`src/rtl/window_scan_ctrl_if.sv`:
```
// Frame-control / classifier-side signal bundle for window_scan_ctrl.
// slave: the scan controller's view; master: the environment driving it.
interface window_scan_ctrl_if #(
  parameter int DATA_WIDTH = 8,
  parameter int CNT_WIDTH  = 16
);
  logic                  start;
  logic                  abort;
  logic [DATA_WIDTH-1:0] max_x;
  logic [DATA_WIDTH-1:0] max_y;
  logic [DATA_WIDTH-1:0] step;
  logic                  cls_start;
  logic                  cls_done;
  logic                  cls_face;
  logic [DATA_WIDTH-1:0] win_x;
  logic [DATA_WIDTH-1:0] win_y;
  logic                  busy;
  logic                  face_valid;
  logic [DATA_WIDTH-1:0] face_x;
  logic [DATA_WIDTH-1:0] face_y;
  logic                  frame_done;
  logic [CNT_WIDTH-1:0]  window_count;
  logic [CNT_WIDTH-1:0]  hit_count;

  modport slave (
    input  start, abort, max_x, max_y, step, cls_done, cls_face,
    output cls_start, win_x, win_y, busy, face_valid, face_x, face_y,
           frame_done, window_count, hit_count
  );

  modport master (
    output start, abort, max_x, max_y, step, cls_done, cls_face,
    input  cls_start, win_x, win_y, busy, face_valid, face_x, face_y,
           frame_done, window_count, hit_count
  );
endinterface

```
`src/rtl/window_scan_ctrl.sv`:
```
// Sliding-window scan sequencer: walks the window origin in raster order with
// a programmable stride and hands each position to the cascade classifier.
// Optional macro SCAN_PERF_EN adds saturating per-frame window/hit counters;
// without it both counters read 0 and no counter state exists.
module window_scan_ctrl #(
  parameter int DATA_WIDTH = 8,
  parameter int CNT_WIDTH  = 16
) (
  input logic               clk,
  input logic               reset,
  window_scan_ctrl_if.slave bus
);
  typedef enum logic [2:0] {IDLE, ISSUE, WAIT, ADVANCE, DONE} state_t;

  state_t                state, state_nxt;
  logic [DATA_WIDTH-1:0] cur_x, cur_y;
  logic [DATA_WIDTH-1:0] lim_x, lim_y, stride;
  logic [DATA_WIDTH-1:0] hit_x, hit_y;
  logic                  hit_pulse;
  // One extra bit so a stride past the top of the range never wraps back in.
  logic [DATA_WIDTH:0]   sum_x, sum_y;
  logic                  x_fits, y_fits, accept, launch;

  // Next-state logic plus the row/column fit decisions used in ADVANCE.
  always_comb begin
    state_nxt = state;
    accept    = 1'b0;
    launch    = 1'b0;
    sum_x     = {1'b0, cur_x} + {1'b0, stride};
    sum_y     = {1'b0, cur_y} + {1'b0, stride};
    x_fits    = (sum_x <= {1'b0, lim_x});
    y_fits    = (sum_y <= {1'b0, lim_y});
    case (state)
      IDLE: if (bus.start) begin
        state_nxt = ISSUE;
        launch    = 1'b1;
      end
      ISSUE: state_nxt = WAIT;
      WAIT: if (bus.cls_done) begin
        state_nxt = ADVANCE;
        accept    = 1'b1;
      end
      ADVANCE: state_nxt = (x_fits || y_fits) ? ISSUE : DONE;
      DONE:    state_nxt = IDLE;
      default: state_nxt = IDLE;
    endcase
    // Abort beats everything, including a start or a result in this cycle.
    if (bus.abort) begin
      state_nxt = IDLE;
      accept    = 1'b0;
      launch    = 1'b0;
    end
  end

  // State register.
  always_ff @(posedge clk or posedge reset) begin
    if (reset) state <= IDLE;
    else       state <= state_nxt;
  end

  // Snapshot the frame geometry at start so later input changes are ignored.
  always_ff @(posedge clk or posedge reset) begin
    if (reset) begin
      lim_x  <= '0;
      lim_y  <= '0;
      stride <= '0;
    end else if (launch) begin
      lim_x  <= bus.max_x;
      lim_y  <= bus.max_y;
      stride <= (bus.step == '0) ? DATA_WIDTH'(1) : bus.step;
    end
  end

  // Window origin: raster step in ADVANCE, zero whenever heading to IDLE.
  always_ff @(posedge clk or posedge reset) begin
    if (reset) begin
      cur_x <= '0;
      cur_y <= '0;
    end else if (state_nxt == IDLE) begin
      cur_x <= '0;
      cur_y <= '0;
    end else if (state == ADVANCE) begin
      if (x_fits) begin
        cur_x <= sum_x[DATA_WIDTH-1:0];
      end else begin
        cur_x <= '0;
        if (y_fits) cur_y <= sum_y[DATA_WIDTH-1:0];
      end
    end
  end

  // Face report: pulse the cycle after an accepted hit, coordinates held.
  always_ff @(posedge clk or posedge reset) begin
    if (reset) begin
      hit_pulse <= 1'b0;
      hit_x     <= '0;
      hit_y     <= '0;
    end else begin
      hit_pulse <= accept && bus.cls_face;
      if (accept && bus.cls_face) begin
        hit_x <= cur_x;
        hit_y <= cur_y;
      end
    end
  end

  assign bus.cls_start  = (state == ISSUE);
  assign bus.frame_done = (state == DONE);
  assign bus.busy       = (state != IDLE);
  assign bus.win_x      = cur_x;
  assign bus.win_y      = cur_y;
  assign bus.face_valid = hit_pulse;
  assign bus.face_x     = hit_x;
  assign bus.face_y     = hit_y;

`ifdef SCAN_PERF_EN
  logic [CNT_WIDTH-1:0] win_cnt, hit_cnt;

  // Saturating per-frame counters, cleared at frame launch, held for readout.
  always_ff @(posedge clk or posedge reset) begin
    if (reset) begin
      win_cnt <= '0;
      hit_cnt <= '0;
    end else if (launch) begin
      win_cnt <= '0;
      hit_cnt <= '0;
    end else if (accept) begin
      if (~&win_cnt)                  win_cnt <= win_cnt + 1'b1;
      if (bus.cls_face && ~&hit_cnt)  hit_cnt <= hit_cnt + 1'b1;
    end
  end

  assign bus.window_count = win_cnt;
  assign bus.hit_count    = hit_cnt;
`else
  assign bus.window_count = '0;
  assign bus.hit_count    = '0;
`endif
endmodule
```
`src/flat_wrapper.sv`:
```
// flat-port wrapper written by rule: the top's interface ports become plain ports
module window_scan_ctrl_flat 
#(
  parameter int DATA_WIDTH = 8,
  parameter int CNT_WIDTH  = 16
)
  (clk, reset, bus_start, bus_abort, bus_max_x, bus_max_y, bus_step, bus_cls_done, bus_cls_face, bus_cls_start, bus_win_x, bus_win_y, bus_busy, bus_face_valid, bus_face_x, bus_face_y, bus_frame_done, bus_window_count, bus_hit_count);
  window_scan_ctrl_if #(.DATA_WIDTH(DATA_WIDTH), .CNT_WIDTH(CNT_WIDTH)) bus_i ();
  input logic clk;
  input logic reset;
  input wire logic [$bits(bus_i.start)-1:0] bus_start;
  input wire logic [$bits(bus_i.abort)-1:0] bus_abort;
  input wire logic [$bits(bus_i.max_x)-1:0] bus_max_x;
  input wire logic [$bits(bus_i.max_y)-1:0] bus_max_y;
  input wire logic [$bits(bus_i.step)-1:0] bus_step;
  input wire logic [$bits(bus_i.cls_done)-1:0] bus_cls_done;
  input wire logic [$bits(bus_i.cls_face)-1:0] bus_cls_face;
  output wire logic [$bits(bus_i.cls_start)-1:0] bus_cls_start;
  output wire logic [$bits(bus_i.win_x)-1:0] bus_win_x;
  output wire logic [$bits(bus_i.win_y)-1:0] bus_win_y;
  output wire logic [$bits(bus_i.busy)-1:0] bus_busy;
  output wire logic [$bits(bus_i.face_valid)-1:0] bus_face_valid;
  output wire logic [$bits(bus_i.face_x)-1:0] bus_face_x;
  output wire logic [$bits(bus_i.face_y)-1:0] bus_face_y;
  output wire logic [$bits(bus_i.frame_done)-1:0] bus_frame_done;
  output wire logic [$bits(bus_i.window_count)-1:0] bus_window_count;
  output wire logic [$bits(bus_i.hit_count)-1:0] bus_hit_count;
  assign bus_i.start = bus_start;
  assign bus_i.abort = bus_abort;
  assign bus_i.max_x = bus_max_x;
  assign bus_i.max_y = bus_max_y;
  assign bus_i.step = bus_step;
  assign bus_i.cls_done = bus_cls_done;
  assign bus_i.cls_face = bus_cls_face;
  assign bus_cls_start = bus_i.cls_start;
  assign bus_win_x = bus_i.win_x;
  assign bus_win_y = bus_i.win_y;
  assign bus_busy = bus_i.busy;
  assign bus_face_valid = bus_i.face_valid;
  assign bus_face_x = bus_i.face_x;
  assign bus_face_y = bus_i.face_y;
  assign bus_frame_done = bus_i.frame_done;
  assign bus_window_count = bus_i.window_count;
  assign bus_hit_count = bus_i.hit_count;
  window_scan_ctrl #(.DATA_WIDTH(DATA_WIDTH), .CNT_WIDTH(CNT_WIDTH)) u_core (.clk(clk), .reset(reset), .bus(bus_i));
endmodule
```
`config.mk`:
```
export PLATFORM = sky130hd
export DESIGN_NAME = window_scan_ctrl_flat
export DESIGN_NICKNAME = d
export VERILOG_FILES = /design/src/rtl/window_scan_ctrl_if.sv /design/src/rtl/window_scan_ctrl.sv /design/src/flat_wrapper.sv
export SDC_FILE = /design/constraint.sdc
export NUM_CORES = 1
export LEC_CHECK = 0
export CORE_MARGIN = 2
export CORE_UTILIZATION = 35
export CTS_CLUSTER_DIAMETER = 200
export DETAILED_ROUTE_END_ITERATION = 10
export DONT_BUFFER_PORTS = 1
export GPL_TIMING_DRIVEN = 0
export PLACE_DENSITY = 0.45
export SLEW_MARGIN = 40
export SYNTH_ARGS = -nofsm -noshare
export SYNTH_HDL_FRONTEND = slang
export SYNTH_SLANG_ARGS = --single-unit
```
`constraint.sdc`:
```
create_clock -name clk -period 4.3 [get_ports clk]
set_input_delay 0.43 -clock clk [delete_from_list [all_inputs] [get_ports clk]]
set_output_delay 0.43 -clock clk [all_outputs]
set_load 0.02 [all_outputs]
```
==> Yosys cells after proc, flatten, opt, wreduce, memory -nomap -nowiden <==
Index checks and enable logic that the tools add are counted.
{ "totals": {"ff_bits": 60, "out_inout_bits": 68, "input_bits": 30, "elab_cells": 46} }
{ "op_classes": {"addsub": 2, "n_lt_le_gt_ge": 2, "mux": 19, "reduce_logical": 9, "eq_ne": 5} }
{ "op_table": {"columns": ["operator", "n"], "rows": [
  ["8-bit 2-to-1 mux", 8],
  ["8-bit by 8-bit adder with 9-bit output", 2],
  ["9-bit by 8-bit <= comparator with 1-bit output", 2],
  ["3-bit 2-to-1 mux", 4],
  ["3-bit one-hot mux with 4 select lines", 1],
  ["8-bit logical NOT", 1],
  ["3-bit by 2-bit == test with 1-bit output, second input constant", 2],
  ["3-bit logical NOT", 2],
  ["1-bit 2-to-1 mux", 6],
  ["2-bit nonzero test", 2],
  ["3-bit by 1-bit == test with 1-bit output, second input constant", 1],
  ["3-bit == test, second input constant", 1],
  ["3-bit AND reduction", 1],
  ["3-bit nonzero test", 1],
  ["2-bit inequality test, second input constant", 1],
  ["1-bit logical AND", 1],
  ["1-bit logical OR", 1]
]} }

==> Longest topological paths before layout <==
{ "logic_depth": {"depth_word": 9, "ltp_mapped": 16, "ltp_nobuf": 15} }

==> Least setup slack after synthesis <==
Ideal clock, no wire load.
{ "synth_path": {"path_kind": "flip-flop to flip-flop", "start": "register u_core.cur_x[0] (netlist: u_core.bus.win_x[0])", "end": "register u_core.cur_y[0] (netlist: u_core.bus.win_y[0])", "setup_time_ps": 72, "period_less_slack_ps": 3429, "required_ps": 4228, "path_buffers": 1, "arrival_ps": 3357, "path_stages_with_launch": 17, "slack_ps": 871, "cell_sequence": "dfrtp_1 ha_1 inv_1 fa_1 nand2b_1 a21oi_2 o22ai_2 xnor2_1 ha_1 a22oi_1 nand2_1 o211ai_2 o211ai_2 a2111oi_2 nor4_4 buf_6 nor2_1"} }
{ "synth_between": {"elab_chain_cells": 9, "elab_cells_between_ends": 12, "cone_classes": "1 x add/sub; 1 x order compare; 1 x eq/ne; 4 x mux; 5 x reduce/logical"} }
{ "synth_rtl": {"columns": ["element", "line", "rtl"], "rows": [
  ["start: declaration", "window_scan_ctrl.sv:16", "logic [DATA_WIDTH-1:0] cur_x, cur_y;"],
  ["start signal: assignment", "window_scan_ctrl.sv:84", "cur_x <= sum_x[DATA_WIDTH-1:0];"],
  ["8-bit by 8-bit adder with 9-bit output *", "window_scan_ctrl.sv:29", "sum_x = {1'b0, cur_x} + {1'b0, stride};"],
  ["9-bit by 8-bit <= comparator with 1-bit output *", "window_scan_ctrl.sv:31", "x_fits = (sum_x <= {1'b0, lim_x});"],
  ["1-bit logical OR", "window_scan_ctrl.sv:43", "ADVANCE: state_nxt = (x_fits || y_fits) ? ISSUE : DONE;"],
  ["3-bit 2-to-1 mux", "window_scan_ctrl.sv:43", null],
  ["3-bit one-hot mux with 4 select lines", "window_scan_ctrl.sv:33", "case (state)"],
  ["3-bit 2-to-1 mux", "window_scan_ctrl.sv:48", "if (bus.abort) begin"],
  ["3-bit logical NOT", "window_scan_ctrl.sv:79", "end else if (state_nxt == IDLE) begin"],
  ["2-bit inequality test (no source line) or 2-bit nonzero test (tied branches)", null, null],
  ["3-bit AND reduction (no source line)", null, null],
  ["end signal: assignment", "window_scan_ctrl.sv:87", "if (y_fits) cur_y <= sum_y[DATA_WIDTH-1:0];"],
  ["end: declaration", "window_scan_ctrl.sv:16", null]
]} }
Every way passes the cells marked *; elsewhere a longest branch is shown, timed or not.
A chain may end at the register's enable or synchronous reset.

==> Final worst setup path <==
{ "layout_path": {"start": "register u_core.cur_x[0] (netlist: u_core.bus.win_x[0])", "end": "register u_core.cur_y[0] (netlist: u_core.bus.win_y[0])"} }
{ "layout_between": {"elab_chain_cells": 9, "elab_cells_between_ends": 12, "cone_classes": "1 x add/sub; 1 x order compare; 1 x eq/ne; 4 x mux; 5 x reduce/logical"} }
{ "layout_rtl": {"columns": ["element", "line", "rtl"], "rows": [
  ["8-bit by 8-bit adder with 9-bit output *", "window_scan_ctrl.sv:29", null],
  ["9-bit by 8-bit <= comparator with 1-bit output *", "window_scan_ctrl.sv:31", null],
  ["1-bit logical OR *", "window_scan_ctrl.sv:43", null],
  ["3-bit 2-to-1 mux *", "window_scan_ctrl.sv:43", null],
  ["3-bit one-hot mux with 4 select lines *", "window_scan_ctrl.sv:33", null],
  ["3-bit 2-to-1 mux *", "window_scan_ctrl.sv:48", null],
  ["named net u_core.state_nxt[2]", "window_scan_ctrl.sv:15", "state_t state, state_nxt;"],
  ["3-bit logical NOT *", "window_scan_ctrl.sv:79", null],
  ["2-bit inequality test (no source line) or 2-bit nonzero test (tied branches)", null, null],
  ["3-bit AND reduction (no source line)", null, null]
]} }
The timed path passes the listed nets; every way through them passes the cells marked *.

==> metrics.md <==
| Metric | Value |
|---|---|
| Status | `finished, final reports clean` |
| Worst-margin pin slew | `about 0.67 ns` |
| Chip Height | `~110 um` |
| DRC violations left | `0` |
| CP Class | `register to register` |
| Wire per inst | `around 15 um` |
| CP required | `~4.5 ns` |
| Core area | `10,300 um^2` |
| Flop pwr share | `~37%` |
| CP Capture Type | `register` |
| Starting Density | `between 30% and 40%` |
| CP startpoint kind | `register` |
| TritonCTS clock tree | `built` |
| Worst EP arrival | `around 4.2 ns` |
| Finished Cell Area | `4280 um^2` |
| Slew HR | `~55%` |
| Mapped cell area | `3730 um^2` |
| Fin nets | `between 400 and 500` |
| Syn-to-layout area delta | `14.5%` |
| Async SR Flop Fraction | `between 90% and 100%` |
| Max Freq | `between 200 and 300 MHz` |
| Synth top area share | `approximately two fifths` |
| # clock sinks | `60` |
| Clk_lat worst skew | `about 0.33 ns` |
| Hpwl dp | `~6.6 mm` |
| DP Area | `4050 um^2` |
| Final hold vios | `0` |
| Final Setup Violations | `0` |
| Vias in the first global route | `roughly 2,500` |
| Hold slack final | `0.164 ns` |
| Iteration count of the initial detailed-routing pass | `4` |
| Final min period | `around 3.9 ns` |
| Net switching fraction of the power | `36.0%` |
| Maxcap violations | `0` |
| Mean post-synth cell area | `~11 um^2` |
| RD Place Congestion | `between 0.7 and 0.8` |
| Die X | `approximately 110 um` |
| Top area cells in the synthesized netlist | `dfrtp_1 (40%), mux2_2 (12%), ha_1 (11%), buf_4 (6.4%), xnor2_1 (2.6%)` |
| CTS clk-pin slew, worst paths | `roughly 0.070 ns` |
| Via count | `between 2,000 and 2,500` |
| Final wirelength | `around 7.9 mm` |
| Initial drt markers | `a little under 80` |
| Root Buffer Master | `clkbuf_8` |
| Setup Skew | `0.0101 ns` |
| CTS max path bufs | `2` |
| Power density over the cells | `approximately 460 nW/um^2` |
| Post-synth EDFFs | `0` |
| Num CTS Buffers | `9` |
| Initial antenna violation count | `0` |
| Synth cell types | `47` |
| Layout fillers | `1,019` |
| Pins over their slew limit | `0` |
| Peak supply drop | `approximately 0.18 mV` |
| Die area | `roughly 12,000 um^2` |
| Cell taking the most area after synthesis | `dfrtp_1` |
| YS warnings | `0` |
| Setup bufs post-CTS | `0` |
| Yosys reg bits | `60` |
| Row count | `37` |
| RSZ-0062 raised after global routing | `false` |
| Hold crit path type | `primary input to register` |
| N_diodes | `0` |
| Detail Route Antenna Nets | `0` |
| P_sw | `around 700 uW` |
| Cells after Synth | `~350` |
| Largest net degree at the start of global routing | `40` |
| Ys flop type | `dfrtp_1` |
| Sequential share of the synthesized area | `40.2%` |
| # IOs | `between 90 and 100` |
| # port buffers | `0` |
| Pwr Total | `slightly below 2 mW` |
| Lkg Pwr | `2.13 nW` |
| Cell Int Power | `~1.2 mW` |
| Crit Path Max Fanout | `10` |
| Clock share of power | `26.4%` |
| H-Tree Depth | `3` |
| Total congestion overflow | `0` |
| Gate power share | `a little under two fifths` |
| First-pass GRT wire length | `12.8 mm` |
| Final Cycle Share | `approximately 91%` |
| Via-to-Cell Ratio | `about 4.7` |
| Total GRT Usage | `14.9%` |
| Layout cell share with drive strength beyond 1 | `between 20 and 30%` |
| Sum of negative setup slack | `0 ns` |
-- timing repair --
item                                    in CTS  in global routing
gates resized for setup                      0                  1
hold buffers                                 1                  0
endpoints found under the setup margin       0                  8
endpoints found under the hold margin       21                  0
-- critical path, stage by stage, from the launching register on --
cell      delay (ns)
dfrtp_1         0.53
ha_1            0.22
inv_1           0.05
fa_1            0.40
nand2b_1        0.19
a21oi_2         0.17
o22ai_2         0.14
xnor2_1         0.29
ha_1            0.32
a22oi_1         0.19
nand2_1         0.08
o211ai_2        0.23
o211a_4         0.26
nor4b_4         0.07
nor4_4          0.39
buf_6           0.22
nor2_1          0.06
-- power by group through the flow --
stage / Sequential, mW / Clock (mW) / Combinational, mW
after CTS: 0.719 / 0.536 / 0.721
final: 0.716 / 0.513 / 0.717
after detailed placement: 0.730 / 0 / 0.717
after floorplan: 0.701 / 0 / 0.583
after global routing: 0.729 / 0.564 / 0.813
after global placement: 0.728 / 0 / 0.707
-- sequential cells by signal, summed over array words and instances (netlist names) --
name / flops
u_core.bus.face_valid: 1
u_core.bus.face_x: 8
u_core.bus.face_y: 8
u_core.bus.win_x: 8
u_core.bus.win_y: 8
u_core.lim_x: 8
u_core.lim_y: 8
u_core.state: 3
u_core.stride: 8
-- worst paths after layout --
kind                                          start                   end  slack (ns)  cells past startpoint
worst max-delay path            u_core.bus.win_x[0]   u_core.bus.win_y[0]        0.37                     16
worst min-delay path                      bus_abort       u_core.state[2]        0.16                      1
worst max register to register  u_core.bus.win_x[0]   u_core.bus.win_y[0]        0.37                     16
worst min register to register      u_core.lim_y[5]       u_core.lim_y[5]        0.51                      1
max in group asynchronous                     reset      u_core.stride[5]        3.27                      3
min in group asynchronous                     reset  u_core.bus.face_x[0]        0.52                      2
-- synthesized netlist by cell type (3+ instances only) --
master	n
buf_4	32
or2_2	3
nor4_1	3
nand2_1	17
xnor2_1	11
a21oi_1	18
dfrtp_1	60
nor3_1	6
mux2i_1	8
buf_2	3
mux2_2	39
clkbuf_1	5
nor2_1	22
a22oi_1	4
nor2_2	3
o211ai_2	4
nand3_1	6
inv_1	24
nand2b_1	5
nand4_1	4
ha_1	32
o211ai_1	4
-- cell usage in the layout, fill, tap and decap left out, drive strengths merged, types with 2 or more instances in the layout --
cell type / netlist / layout
xnor2: 11 / 11
fa: 2 / 2
nor3b: 2 / 2
nand4: 4 / 4
nor3: 6 / 6
o211ai: 8 / 8
inv: 24 / 24
o22ai: 2 / 2
clkinv: 0 / 3
clkbuf: 5 / 15
o21ai: 3 / 3
mux2i: 8 / 8
nand2: 17 / 17
clkinvlp: 0 / 2
nand2b: 5 / 5
nand3: 6 / 6
or3: 2 / 2
dfrtp: 60 / 60
ha: 32 / 32
conb: 1 / 32
a21oi: 20 / 20
nor2: 25 / 25
a22oi: 4 / 4
nor4: 5 / 5
mux2: 39 / 39
buf: 37 / 38
a21o: 2 / 2
or2: 5 / 5
-- layer usage --
metal	track usage, %	vias to the layer above	share of wire [%]
met5	0	-	0
met3	4.24	9	6.8
li1	-	1238	-
met1	19.7	1157	47
met2	23.1	75	45
met4	5.29	0	1.5
-- stage by stage --
| stage | std cells | setup slack, ns | util, % |
|---|---|---|---|
| floorplan | 376 | 0.871 | - |
| global placement | 512 | 0.324 | 38.9 |
| detailed placement | 513 | 0.297 | 39.2 |
| CTS | 530 | 0.281 | 41.3 |
| global route | 530 | 0.0386 | 41.4 |
| finish | 530 | 0.368 | 41.4 |
-- kinds of logic (layout without fill, tap and decap cells) --
family	after synthesis	in the layout	share of synthesized area, %
DFF	60	60	40.2
adders and majority gates	34	34	11.8
buffers and inverters	66	84	10.4
muxes	47	47	13.9
and+or+nand+nor	81	81	11.9
AOI/OAI and AO/OA	45	45	9.12
other	1	32	0.100
xor gates and xnor gates	11	11	2.58
-- final cells by class --
cell class                      instances  area (um^2)  area share, %
Clock inverter                          6         63.8           1.49
Tap cell                              136          170           3.98
Inverter                               24         92.6           2.17
Multi-Input combinational cell        250         1980           46.4
Clock buffer                           10          138           3.22
Buffer                                 42          297           6.94
Timing Repair Buffer                    2         30.0          0.702
Sequential cell                        60         1500           35.1
Note: power is estimated with default switching activity, not from simulation.
